## src/rtl/cross_4k_rmerge.sv

```systemverilog
// rtl/cross_4k_rmerge.sv - merges split read sub-bursts back into one burst per original AR
// Optional master-side 2-entry register slice: define CROSS_4K_RMERGE_REG_EN.
module cross_4k_rmerge #(
  parameter int W_ID   = 4,
  parameter int W_DATA = 32,
  parameter int W_RESP = 2,
  parameter int W_PCS  = 4,
  parameter int DEPTH  = 8
) (
  input  logic              clk,
  input  logic              rst,
  input  logic              info_valid,
  input  logic [W_PCS-1:0]  info_pcs,
  output logic              info_ready,
  input  logic [W_ID-1:0]   s_axi_rid,
  input  logic [W_DATA-1:0] s_axi_rdata,
  input  logic [W_RESP-1:0] s_axi_rresp,
  input  logic              s_axi_rlast,
  input  logic              s_axi_rvalid,
  output logic              s_axi_rready,
  output logic [W_ID-1:0]   m_axi_rid,
  output logic [W_DATA-1:0] m_axi_rdata,
  output logic [W_RESP-1:0] m_axi_rresp,
  output logic              m_axi_rlast,
  output logic              m_axi_rvalid,
  input  logic              m_axi_rready
);

  localparam int AW = $clog2(DEPTH);

  logic [AW:0]      wr_ptr, rd_ptr;
  logic [W_PCS-1:0] info_mem [DEPTH];
  logic [W_PCS-1:0] pcs_cnt, head_raw, head_pcs;
  logic             empty, full, push, pop, xfer, final_sub, merged_last;

  assign empty       = (wr_ptr == rd_ptr);
  assign full        = (wr_ptr[AW] != rd_ptr[AW]) && (wr_ptr[AW-1:0] == rd_ptr[AW-1:0]);
  assign info_ready  = !full;
  assign push        = info_valid && !full;
  assign head_raw    = info_mem[rd_ptr[AW-1:0]];
  // A record of 0 sub-bursts cannot occur in practice; treat it as a single one.
  assign head_pcs    = (head_raw == '0) ? W_PCS'(1) : head_raw;
  assign final_sub   = (pcs_cnt == head_pcs - W_PCS'(1));
  assign xfer        = s_axi_rvalid && s_axi_rready;
  assign pop         = xfer && s_axi_rlast && final_sub;
  assign merged_last = !empty && s_axi_rlast && final_sub;

  always_ff @(posedge clk) begin
    if (rst) begin
      wr_ptr  <= '0;
      rd_ptr  <= '0;
      pcs_cnt <= '0;
    end else begin
      if (push) wr_ptr <= wr_ptr + (AW+1)'(1);
      if (pop) begin
        rd_ptr  <= rd_ptr + (AW+1)'(1);
        pcs_cnt <= '0;
      end else if (xfer && s_axi_rlast) begin
        pcs_cnt <= pcs_cnt + W_PCS'(1);
      end
    end
  end

  always_ff @(posedge clk) begin
    if (push) info_mem[wr_ptr[AW-1:0]] <= info_pcs;
  end

`ifdef CROSS_4K_RMERGE_REG_EN
  localparam int PW = W_ID + W_DATA + W_RESP + 1;

  logic [PW-1:0] sl0, sl1, sl_d;
  logic [1:0]    sl_cnt;
  logic          sl_pop;

  assign sl_d         = {s_axi_rid, s_axi_rdata, s_axi_rresp, merged_last};
  assign sl_pop       = (sl_cnt != 2'd0) && m_axi_rready;
  assign s_axi_rready = !empty && (sl_cnt != 2'd2);
  assign m_axi_rvalid = (sl_cnt != 2'd0);
  assign {m_axi_rid, m_axi_rdata, m_axi_rresp, m_axi_rlast} = sl0;

  always_ff @(posedge clk) begin
    if (rst) begin
      sl0    <= '0;
      sl1    <= '0;
      sl_cnt <= 2'd0;
    end else begin
      case ({xfer, sl_pop})
        2'b10: begin
          if (sl_cnt == 2'd0) sl0 <= sl_d;
          else                sl1 <= sl_d;
          sl_cnt <= sl_cnt + 2'd1;
        end
        2'b01: begin
          sl0    <= sl1;
          sl_cnt <= sl_cnt - 2'd1;
        end
        2'b11: begin
          if (sl_cnt == 2'd1) begin
            sl0 <= sl_d;
          end else begin
            sl0 <= sl1;
            sl1 <= sl_d;
          end
        end
        default: ;
      endcase
    end
  end
`else
  assign s_axi_rready = !empty && m_axi_rready;
  assign m_axi_rvalid = !empty && s_axi_rvalid;
  assign m_axi_rid    = s_axi_rid;
  assign m_axi_rdata  = s_axi_rdata;
  assign m_axi_rresp  = s_axi_rresp;
  assign m_axi_rlast  = merged_last;
`endif

endmodule

```

## config.mk

```make
export PLATFORM = sky130hd
export DESIGN_NAME = cross_4k_rmerge
export DESIGN_NICKNAME = d
export VERILOG_FILES = /design/src/rtl/cross_4k_rmerge.sv
export SDC_FILE = /design/constraint.sdc
export NUM_CORES = 1
export LEC_CHECK = 0
export BUFFER_PORTS_ARGS = -buffer_cell sky130_fd_sc_hd__clkbuf_2
export CAP_MARGIN = 20
export CORE_AREA = 5 5 97 99
export DETAILED_ROUTE_END_ITERATION = 6
export DIE_AREA = 0 0 102 104
export PLACE_DENSITY = 0.61
export SLEW_MARGIN = 20
export SYNTH_ARGS = -nofsm -noshare
export SYNTH_HDL_FRONTEND = slang
export SYNTH_SLANG_ARGS = --single-unit
```

## constraint.sdc

```tcl
create_clock -name clk -period 3.7 [get_ports clk]
set_input_delay 0.37 -clock clk [delete_from_list [all_inputs] [get_ports clk]]
set_output_delay 0.37 -clock clk [all_outputs]
set_load 0.05 [all_outputs]
```

==> summary.txt <==
Timing
  • Min cycle time layout: 3.52 ns
  • Final Hold Fails: 0
  • Clk_skew: 0.00666 ns
  • Tightest Pin Transition: 0.805 ns
  • Period utilisation layout: 95.1%
  • Slew headroom: 45.9%
  • RSZ-0062 raised after global routing: false
  • Fmax: 284 MHz
  • Max-slew violations: 0
  • Final setup fails: 0
  • Sum of negative setup slack: 0 ns

CTS
  • CTS tree: done
  • Root buffer cell: clkbuf_8
  • Worst-path clk slew: 0.09 ns
  • Max Root-Sink Buffers: 2
  • TritonCTS buffer count: 5
  • CTS HTree Levels: 2
  • CTS Sinks: 47
  • Clock Latency Late Sink: 0.30 ns

GRT
  • First-pass GRT wire length: 6730 um
  • Vias in the first global route: 1,300
  • Largest net degree at the start of global routing: 17
  • GRT overflow: 0
  • GRT Util Overall: 8.17%
  • Antenna violations before repair: 0

Routing
  • Post-route ant nets: 0
  • Met3 routed WL: 261 um
  • Met2 routed WL: 2070 um
  • Metal-1 WL: 1810 um
  • Final WL: 4190 um
  • DR vias: 1,291
  • Post-DR wirelength/cell: 14.7 um
  • Vias/cell: 4.51
  • Top sig layer: met4
  • DR pass1 iterations: 4
  • DRC viols: 0
  • Iter 0 DRT Violations: 125

Critical path
  • Worst path arrival time: 3.15 ns
  • Crit. End Element: output pin
  • Startpoint types: flip-flop
  • Max FO, Critical Path: 8
  • Required time worst endpoint: 3.33 ns
  • Crit Path Class: flip-flop to output pin

Floorplanning
  • Starting Density: 29.1%
  • # rows: 34
  • Io pins: 90
  • Die width: 102 um
  • Die Y: 104 um
  • Die area: 0.0106 mm2
  • Core Area: 0.00847 mm2

Placed design
  • GP Congestion: 0.734
  • Port bufs: 13
  • Post-DP HPWL: 3110 um
  • Post-Place Cells: 278

Logic synthesis
  • Synth cell types: 37
  • Syn_nets: 250
  • Mean post-synth cell area: 12.4 um2
  • FFs w/ async S/R, synth: 0%
  • Most common flop cell mapped by yosys: edfxtp_1
  • Post-synthesis sequential area ratio: 51.2%
  • Number of enable flip-flop cells after synthesis: 32
  • Synthesis-stage register bit count: 47
  • Syn Inst Count: 198
  • Synthesized area: 0.00246 mm2
  • Warning count from the yosys run: 0

Cells and area
  • P&R area growth vs syn: 0.711%
  • Final core utilization: 29.3%
  • Filler instances: 823
  • Layout cells sized above 1: 25.8%
  • ANT cells: 0
  • Post-Layout Cell Count: 286
  • Nets@finish: 229

Job
  • Max cap viols: 0

Power and ir drop
  • Max rail drop VDD: 221 uV
  • Pwr Density: 422 mW/mm2
  • Leak pwr: 0.823 nW

Hold path
  • HP Class: input pin to flip-flop

Run status
  • Run status: complete, no violations
==> cell usage after synthesis (4+ instances only) <==
library cell / count / area share (%)
nand2_1: 9 / 1.4
dfxtp_1: 15 / 12
clkbuf_1: 5 / 0.76
mux4_2: 8 / 7.3
nor2b_1: 4 / 1.0
buf_4: 39 / 12
nor2_1: 18 / 2.7
mux2_1: 4 / 1.8
ha_1: 4 / 2.0
nand2b_1: 4 / 1.0
xnor2_1: 6 / 2.1
nand3_1: 9 / 1.8
xor2_1: 4 / 1.4
a21oi_1: 5 / 1.0
edfxtp_1: 32 / 39
==> where the power goes <==
group          switching, mW  internal, mW
clock network          0.169         0.198
logic                 0.0589        0.0392
registers            0.00969         0.573
total                  0.238         0.810
==> area by class of cell <==
cell class / instances / area [um2] / share of cell area [%]
Clock buffer: 5 / 68.8 / 2.77
Clock inverter: 3 / 38.8 / 1.56
Inverter: 3 / 11.3 / 0.454
Multi-Input combinational cell: 103 / 870 / 35.0
Sequential cell: 47 / 1260 / 50.9
Tap cell: 108 / 135 / 5.44
Timing Repair Buffer: 17 / 95.1 / 3.83
==> worst paths after layout <==
kind,start,end,slack (ns),cells past startpoint
max,flip-flop,m_axi_rlast,0.18,11
min,info_pcs[0],info_mem[1][0],0.36,1
max reg2reg,flip-flop,flip-flop,0.54,11
min reg2reg,pcs_cnt[1],pcs_cnt[1],0.51,2
==> metal layers <==
layer / global-route usage [%] / vias to the layer above
met5: 0 / -
met4: 3.00 / 0
li1: - / 623
met1: 10.7 / 629
met3: 2.15 / 7
met2: 12.9 / 32
==> through the flow <==
stage               hold WS (ns)  setup WS (ns)  cell area (um2)  power [mW]
floorplan                  0.469         0.0810             2460       0.773
CTS                        0.353         0.0144             2480        1.06
global placement           0.496          0.400             2370       0.691
global route               0.370        0.00270             2480        1.09
detailed placement         0.502          0.296             2370       0.694
finish                     0.358          0.181             2480        1.05
==> timing repair <==
action / 4_1_cts / 5_1_grt
endpoints found under the hold margin: 0 / 0
setup buffers: 0 / 0
hold buffers: 0 / 0
endpoints found under the setup margin: 1 / 1
resized for setup: 1 / 2
==> worst max-delay path, stage by stage, from the launching register on <==
cell and delay (ns):
dfxtp_2 0.46, mux4_2 0.53, mux2_2 0.33, nor2_1 0.12, nor2_1 0.05, ha_1 0.29
xor2_1 0.15, and2_1 0.15, and4b_1 0.25, o21ai_4 0.12, a21oi_1 0.13, buf_2 0.27
==> cell families after synthesis <==
group | after synthesis | synth area share [%]
AND/OR/NAND/NOR | 57 | 11.4
multiplexers | 18 | 12.1
AO/OA/AOI/OAI | 13 | 5.48
flip-flops | 47 | 51.2
XOR/XNOR | 11 | 4.21
buffers and inverters | 48 | 13.6
adder cells (fa/ha/maj) | 4 | 2.03
==> layout by cell type, fill, tap and decap left out, types with 5 or more instances in the layout <==
master,synthesis,final
mux4_2,8,8
nor2_1,18,18
nand3_1,9,9
dfxtp_1,15,13
nand2_1,9,9
clkbuf_8,0,5
clkbuf_2,0,12
edfxtp_1,32,32
a21oi_1,5,5
xnor2_1,6,6
==> registers in the layout, summed over array words and instances (netlist names), named ones only <==
signal,flops
info_mem,32
pcs_cnt,4
rd_ptr,4
wr_ptr,4
Power figures use the tool's default switching activity.
